File: src/rtl/tb_video_pkg.sv
// Shared types and constants for the test-board video monitor.
package tb_video_pkg;

  typedef enum logic [1:0] {
    ST_HUNT    = 2'd0,
    ST_ACQUIRE = 2'd1,
    ST_LOCKED  = 2'd2
  } lock_state_t;

  localparam logic [15:0] CRC_POLY = 16'h1021;
  localparam logic [15:0] CRC_INIT = 16'hFFFF;

  localparam int DEF_LINE_CLKS = 1536;
  localparam int DEF_LINE_TOL  = 8;
  localparam int DEF_HSYNC_MAX = 256;
  localparam int DEF_VSYNC_MIN = 768;
  localparam int DEF_LINES     = 264;
  localparam int DEF_ACT_X0    = 28;
  localparam int DEF_ACT_W     = 320;
  localparam int DEF_ACT_Y0    = 16;
  localparam int DEF_ACT_H     = 224;

endpackage

File: src/rtl/crc16_ccitt_w21.sv
// CRC-16-CCITT next state for a 21-bit word, shifted in MSB first in one cycle.
module crc16_ccitt_w21
  import tb_video_pkg::*;
(
  input  logic [20:0] data,
  input  logic [15:0] crc_in,
  output logic [15:0] crc_out
);

  logic [15:0] acc;

  always_comb begin
    acc = crc_in;
    for (int i = 20; i >= 0; i--) begin
      if (acc[15] ^ data[i]) begin
        acc = {acc[14:0], 1'b0} ^ CRC_POLY;
      end else begin
        acc = {acc[14:0], 1'b0};
      end
    end
    crc_out = acc;
  end

endmodule

File: config.mk
export PLATFORM = sky130hd
export DESIGN_NAME = crc16_ccitt_w21
export DESIGN_NICKNAME = d
export VERILOG_FILES = /design/src/rtl/tb_video_pkg.sv /design/src/rtl/crc16_ccitt_w21.sv
export SDC_FILE = /design/constraint.sdc
export NUM_CORES = 1
export LEC_CHECK = 0
export ABC_CLOCK_PERIOD_IN_PS = 2900
export BUFFER_PORTS_ARGS = -buffer_cell sky130_fd_sc_hd__buf_2
export CORE_MARGIN = 3
export CORE_UTILIZATION = 35
export DETAILED_ROUTE_END_ITERATION = 8
export PLACE_DENSITY = 0.69
export SLEW_MARGIN = 10
export SYNTH_ARGS = -nofsm -noshare
export SYNTH_HDL_FRONTEND = slang
export SYNTH_SLANG_ARGS = --single-unit
File: constraint.sdc
create_clock -name vclk -period 2.9
set_clock_uncertainty 0.2 [all_clocks]
set_input_delay 0.435 -clock vclk [all_inputs]
set_output_delay 0.435 -clock vclk [all_outputs]
set_load 0.05 [all_outputs]
# After elaboration in Yosys (flattened, before gate mapping)
# Cells that the tools add are included.
[word_totals]
latchBits = 0
ram_bits = 0
reg_bits = 0
input_bits = 37
n_memories = 0
mem_bits_ro = 0
output_inout_bits = 16
[classes]
multipliers = 0
shift = 0
div_mod_pow = 0
eq_ne = 0
magnitude_cmp = 0
n_reduce_logical = 0
bitwise_logic = 42
n_mux = 21
add_sub_neg = 0
[op_table]
columns = ["op", "count"]
rows = [
  ["13-bit two-way mux", 21],
  ["3-bit inverter", 21],
  ["1-bit XOR", 21],
]

# Logic depth before layout (Yosys ltp)
# Gate-level depths: netlist of run 1.
[depth]
ltp_word = 42
mapped_depth = 4
depth_no_buf = 4

# Worst setup path after synthesis of run 1
# OpenSTA, ideal clock, no wires.
[synth_timing]
path_kind = "in2out"
from = "input port crc_in[11]"
to = "output port crc_out[0]"
setup_slack_ps = -494
cell_stages = 4
path_buffers = 0
t_arrival_ps = 2759
cell_sequence = "xnor2_1 > xnor3_2 > xor2_2 > xor2_1"
[synth_via]
elab_chain_cells = 20
[synth_rtl]
columns = ["element", "line", "rtl"]
rows = [
  ["from (decl)", "crc16_ccitt_w21.sv:6", "input logic [15:0] crc_in,"],
  ["3-bit inverter (no line)", "-", ""],
  ["13-bit two-way mux (*)", "crc16_ccitt_w21.sv:15", "if (acc[15] ^ data[i]) begin"],
  ["1-bit XOR (*)", "crc16_ccitt_w21.sv:15", ""],
  ["13-bit two-way mux (*)", "crc16_ccitt_w21.sv:15", ""],
  ["13-bit two-way mux (3 in a row)", "crc16_ccitt_w21.sv:15", ""],
  ["13-bit two-way mux (*)", "crc16_ccitt_w21.sv:15", ""],
  ["3-bit inverter (no line)", "-", ""],
  ["13-bit two-way mux (3 in a row)", "crc16_ccitt_w21.sv:15", ""],
  ["13-bit two-way mux (*)", "crc16_ccitt_w21.sv:15", ""],
  ["13-bit two-way mux (3 in a row)", "crc16_ccitt_w21.sv:15", ""],
  ["3-bit inverter (no line)", "-", ""],
  ["13-bit two-way mux (*)", "crc16_ccitt_w21.sv:15", ""],
  ["1-bit XOR (*)", "crc16_ccitt_w21.sv:15", ""],
  ["13-bit two-way mux (*)", "crc16_ccitt_w21.sv:15", ""],
  ["to (decl)", "crc16_ccitt_w21.sv:7", "output logic [15:0] crc_out"],
]
# Every way passes the cells marked *; elsewhere a longest branch is shown, timed or not.

# Final worst setup path of run 1
[layout_timing]
from = "input port crc_in[13]"
to = "output port crc_out[7]"
[layout_via]
elab_chain_cells = 20
[layout_rtl]
columns = ["element", "line"]
rows = [
  ["1-bit XOR (*)", "crc16_ccitt_w21.sv:15"],
  ["13-bit two-way mux (*)", "crc16_ccitt_w21.sv:15"],
  ["13-bit two-way mux (3 in a row)", "crc16_ccitt_w21.sv:15"],
  ["13-bit two-way mux (*)", "crc16_ccitt_w21.sv:15"],
  ["13-bit two-way mux / 3-bit inverter (equally long branches)", "-"],
  ["13-bit two-way mux", "crc16_ccitt_w21.sv:15"],
  ["3-bit inverter (no line) / 13-bit two-way mux (equally long branches)", "-"],
  ["13-bit two-way mux", "crc16_ccitt_w21.sv:15"],
  ["1-bit XOR / 13-bit two-way mux (equally long branches)", "crc16_ccitt_w21.sv:15"],
  ["13-bit two-way mux", "crc16_ccitt_w21.sv:15"],
  ["13-bit two-way mux (*)", "crc16_ccitt_w21.sv:15"],
  ["13-bit two-way mux", "crc16_ccitt_w21.sv:15"],
  ["13-bit two-way mux / 3-bit inverter (equally long branches)", "-"],
  ["13-bit two-way mux", "crc16_ccitt_w21.sv:15"],
  ["3-bit inverter (no line) / 1-bit XOR (equally long branches)", "-"],
  ["13-bit two-way mux (*) (3 in a row)", "crc16_ccitt_w21.sv:15"],
]
# Marked as above.

==> flow_metrics.tcl, run 1 <==
set metrics [dict create \
    drv_slew 0 \
    io_buffers 53 \
    finalSetupViolations 0 \
    cp.arrival_ns 2.20 \
    synth_area_per_cell_um2 12.93 \
    drc 0 \
    worst_ep_required_time_ns 2.27 \
    yosys-top-cells-count "29 x xnor2_1, 12 x xor2_1, 8 x xnor3_1" \
    slowest_stage "xor3_4" \
    fmax_mhz 352.3 \
    ys.warnings.count 0 \
    fin_util_pct 64.60 \
    worst_pin_slew_ns 0.5447 \
    grt_usage_pct 11.16 \
    netlist_area_um2 775.7 \
    period_minus_slack_ns 2.839 \
    stdcell_area_um2 1306 \
    grt_setup_unrepaired "no" \
    critPathMaxStageDelay_ns 0.51 \
    route.vias.total 650 \
    ant_nets 0 \
    fillers 175 \
    vias_per_cell 4.167 \
    dieArea_um2 2817 \
    holdCritPathClass "primary input to primary output" \
    synth_seq_area_share_pct 0 \
    maxCapViolations 0 \
    timing_hold_violations_final 0 \
    crit_type "primary input to primary output" \
    fin_nets 168 \
    grt_max_degree 5 \
    period_share_pct 97.88 \
    core_um2 2022 \
    pre_cts_slack_ns -0.03864 \
    fin_tns_setup_ns 0 \
    diodes 0 \
    crit_family "XOR/XNOR gates" \
    crit_path_cell_trace "buf_2, xnor2_2, buf_4, xor3_4, xor3_4, xnor2_4, buf_2" \
    routedWlPerCell_um 10.56 \
    synth_area_leaders "xnor2_1 33%, xnor3_1 23%, xor2_1 14%, xnor3_2 9.2%, xnor2_2 6.3%" \
    place_congestion 0.7281 \
    path_max_fanout 3 \
    yosysUniqueCellTypes 9 \
    dpl-instance-area_um2 1252 \
    slew_headroom_pct 63.42 \
    grt_pass1_vias 577 \
    synth_top_area_cell "xnor2_1" \
    start_kind "primary input" \
    layout-drive-gt1-share_pct 68.99 \
    hp-start "data[1]" \
    clkbuf_count 0 \
    synth_cells 60 \
    outcome "finished clean" \
    dr.pass1.iters 1 \
    grt_pass1_wl_mm 2.401 \
    synth_top_area_share_pct 32.74 \
    syn_to_final_growth_pct 68.39 \
    rows 16 \
    worstSetupEndpointType "primary output" \
    place_hpwl_mm 1.511 \
    hold_depth 4 \
    die_x_um 53.08 \
    antenna_found_initial 0 \
    dieHeight_um 53.08 \
    min_to "crc_out[13]" \
    gr-total-overflow 0 \
    drtIter0Drc 0 \
    synth_most_common_cell "xnor2_1" \
    seq_area_um2 0 \
    syn-num-nets 97 \
    layout_setup_ws_ns 0.06140 \
    critPathBufInv 3 \
    seq_cell_count 0 \
    start_util_pct 38.37 \
    pin_count 53 \
    wl_mm 1.647 \
]
-- tightest hold or removal path, stage by stage --
cell and delay (ns):
buf_2 0.08, xnor3_1 0.30, xnor2_1 0.09, buf_2 0.20
-- stage by stage --
stage,hold slack [ns],cells
2_1_floorplan,1.160,60
3_3_place_gp,1.344,154
3_5_place_dp,1.359,154
4_1_cts,1.353,154
5_1_grt,1.383,156
6_report,1.344,156
-- what timing repair did --
item,4_1_cts,5_1_grt
hold buffers,0,0
gates resized for setup,2,6
setup endpoints to repair,2,6
buffers inserted,0,2
pin swaps,0,3
-- layout by cell type, fill, tap and decap left out --
cell type / instances
buf_2: 50
buf_6: 1
xnor2_1: 23
xor2_4: 2
xnor3_1: 5
xor3_4: 2
xnor3_2: 6
xor3_1: 2
xor2_2: 1
xor2_1: 10
clkbuf_4: 2
xnor2_2: 8
buf_4: 16
xnor2_4: 1
-- logic make-up after synthesis --
group     Yosys count  share of synthesized area (%)
xor+xnor           60                          100.0
-- worst max path at each step --
stage / start / endpoint / slack (ns) / depth (start not counted)
after floorplan: data[17] / crc_out[13] / -0.25 / 4
after global placement: crc_in[8] / crc_out[6] / 0.02 / 6
after detailed placement: crc_in[9] / crc_out[6] / -0.04 / 6
after CTS: crc_in[9] / crc_out[14] / 0.002 / 6
after global routing: crc_in[13] / crc_out[7] / 0.003 / 7
final: crc_in[13] / crc_out[7] / 0.06 / 7
-- layout make-up --
| cell class | instances | area (um2) | area share (%) |
|---|---|---|---|
| tap | 27 | 33.78 | 2.586 |
| multi-input combinational | 60 | 875.8 | 67.05 |
| timing repair buffer | 69 | 396.6 | 30.36 |
-- metal layers --
layer,share of wire [%],GRT usage (%),vias to the layer above
met5,0,0,-
met4,0,0,0
met3,8.5,0.2817,0
met2,53,22.31,27
met1,38,13.86,291
li1,-,-,332
Power of run 1 is left out: the tool's default activity adds up to more than one toggle a clock period on the data nets, which glitch-free logic cannot reach.
==> inputs of run 2 (changes only) <==
Settings changed: CELL_PAD_IN_SITES_DETAIL_PLACEMENT set to 1, CELL_PAD_IN_SITES_GLOBAL_PLACEMENT set to 1, CORE_UTILIZATION 35 to 32, PLACE_DENSITY 0.69 to unset, PLACE_DENSITY_LB_ADDON set to 0.1.
==> run 2 against run 1 <==
Worst hold slack improved by 0.0065 ns. Sequential share of layout area unchanged. Utilization shrank 8.6 points. Fmax up 1.0%. Critical path depth down 1. Critical endpoint is now crc_out[14]. Via count rose by 2.8%. Non-clock buffer count is 2 lower.
==> flow_metrics.tcl, run 2 (synthesis gave the netlist of run 1 again) <==
set metrics [dict create \
    die_x_um 55.24 \
    fillers 287 \
    path_max_fanout 3 \
    worst_pin_slew_ns 0.3917 \
    outcome "finished clean" \
    multi_input_area_um2 849.6 \
    dr.pass1.iters 2 \
    grt_pass1_vias 714 \
    start_util_pct 34.41 \
    worstSetupEndpointType "primary output" \
    postCtsSetupBuffers 0 \
    fmax_mhz 355.8 \
    io_buffers 53 \
    routedWlPerCell_um 11.56 \
    start_kind "primary input" \
    maxCapViolations 0 \
    seq_area_um2 0 \
    slew_headroom_pct 73.70 \
    rows 17 \
    worst_ep_required_time_ns 2.27 \
    route.vias.total 668 \
    crit_type "primary input to primary output" \
    vias_per_cell 4.310 \
    core_um2 2255 \
    seq_cell_count 0 \
    period_share_pct 96.91 \
    drv_slew 0 \
    gr-total-overflow 0 \
    layout_commonest_cell "buf_2" \
    layout_setup_ws_ns 0.08975 \
    grt_pass1_wl_mm 3.132 \
    timing_hold_violations_final 0 \
    fin_tns_setup_ns 0 \
    drtIter0Drc 7 \
    ant_nets 0 \
    drc 0 \
    hold_buffers 0 \
    pin_count 53 \
    place_hpwl_mm 1.714 \
    dieArea_um2 3051 \
    period_minus_slack_ns 2.810 \
    fin_nets 166 \
    diodes 0 \
    pre_cts_slack_ns -0.01625 \
    layout_common_cells "50 x buf_2, 24 x xnor2_1, 15 x buf_4" \
    layout-drive-gt1-share_pct 66.93 \
    grt_usage_pct 12.35 \
    antenna_found_initial 0 \
    post-place-cells 155 \
    whs_ns 1.350 \
    cp.arrival_ns 2.18 \
    place_congestion 0.7035 \
    grt_max_degree 5 \
    fin_cells 155 \
    grt_setup_unrepaired "no" \
    dieHeight_um 55.24 \
    finalSetupViolations 0 \
    clkbuf_count 0 \
    wl_mm 1.792 \
    holdCritPathClass "primary input to primary output" \
    syn_to_final_growth_pct 62.74 \
]
[run 2: cell count changes in the layout (fill, tap and decap cells not counted)]
| cell | change |
|---|---|
| buf_6 | -1 |
| xnor2_2 | -1 |
| xnor2_1 | +1 |
| xor2_1 | +1 |
| buf_4 | -1 |
| xor2_4 | -1 |
[run 2: timing repair]
action,4_1_cts,5_1_grt
resized for setup,1,3
pin swaps,1,0
endpoints found under the setup margin,2,3
[run 2: final timing paths]
check | from | end | slack [ns] | cells past startpoint
max | crc_in[5] | crc_out[14] | 0.09 | 6
min | data[1] | crc_out[1] | 1.35 | 4
[run 2: per-stage QoR]
step                instance area (um2)  util, %
floorplan                         848.3        -
global placement                   1254    55.60
detailed placement                 1254    55.60
CTS                                1256    55.72
global route                       1262    55.99
finish                             1262    55.99
[run 2: area by class of cell]
type / instances / area share (%)
Multi-Input combinational cell: 60 / 67.29
Timing Repair Buffer: 67 / 29.93
Tap cell: 28 / 2.775
[run 2: layer usage]
metal | GRT usage [%] | up-vias | part of all wire, %
li1 | - | 330 | -
met1 | 13.58 | 311 | 35
met2 | 25.84 | 27 | 58
met3 | 1.636 | 0 | 6.9
met4 | 0 | 0 | 0
met5 | 0 | - | 0
[run 2: worst max-delay path: stages]
cell	delay, ns
buf_2	0.10
xnor2_1	0.17
xnor3_2	0.48
xor3_4	0.52
xnor3_2	0.26
buf_4	0.20
Power of run 2 is left out for the same reason.
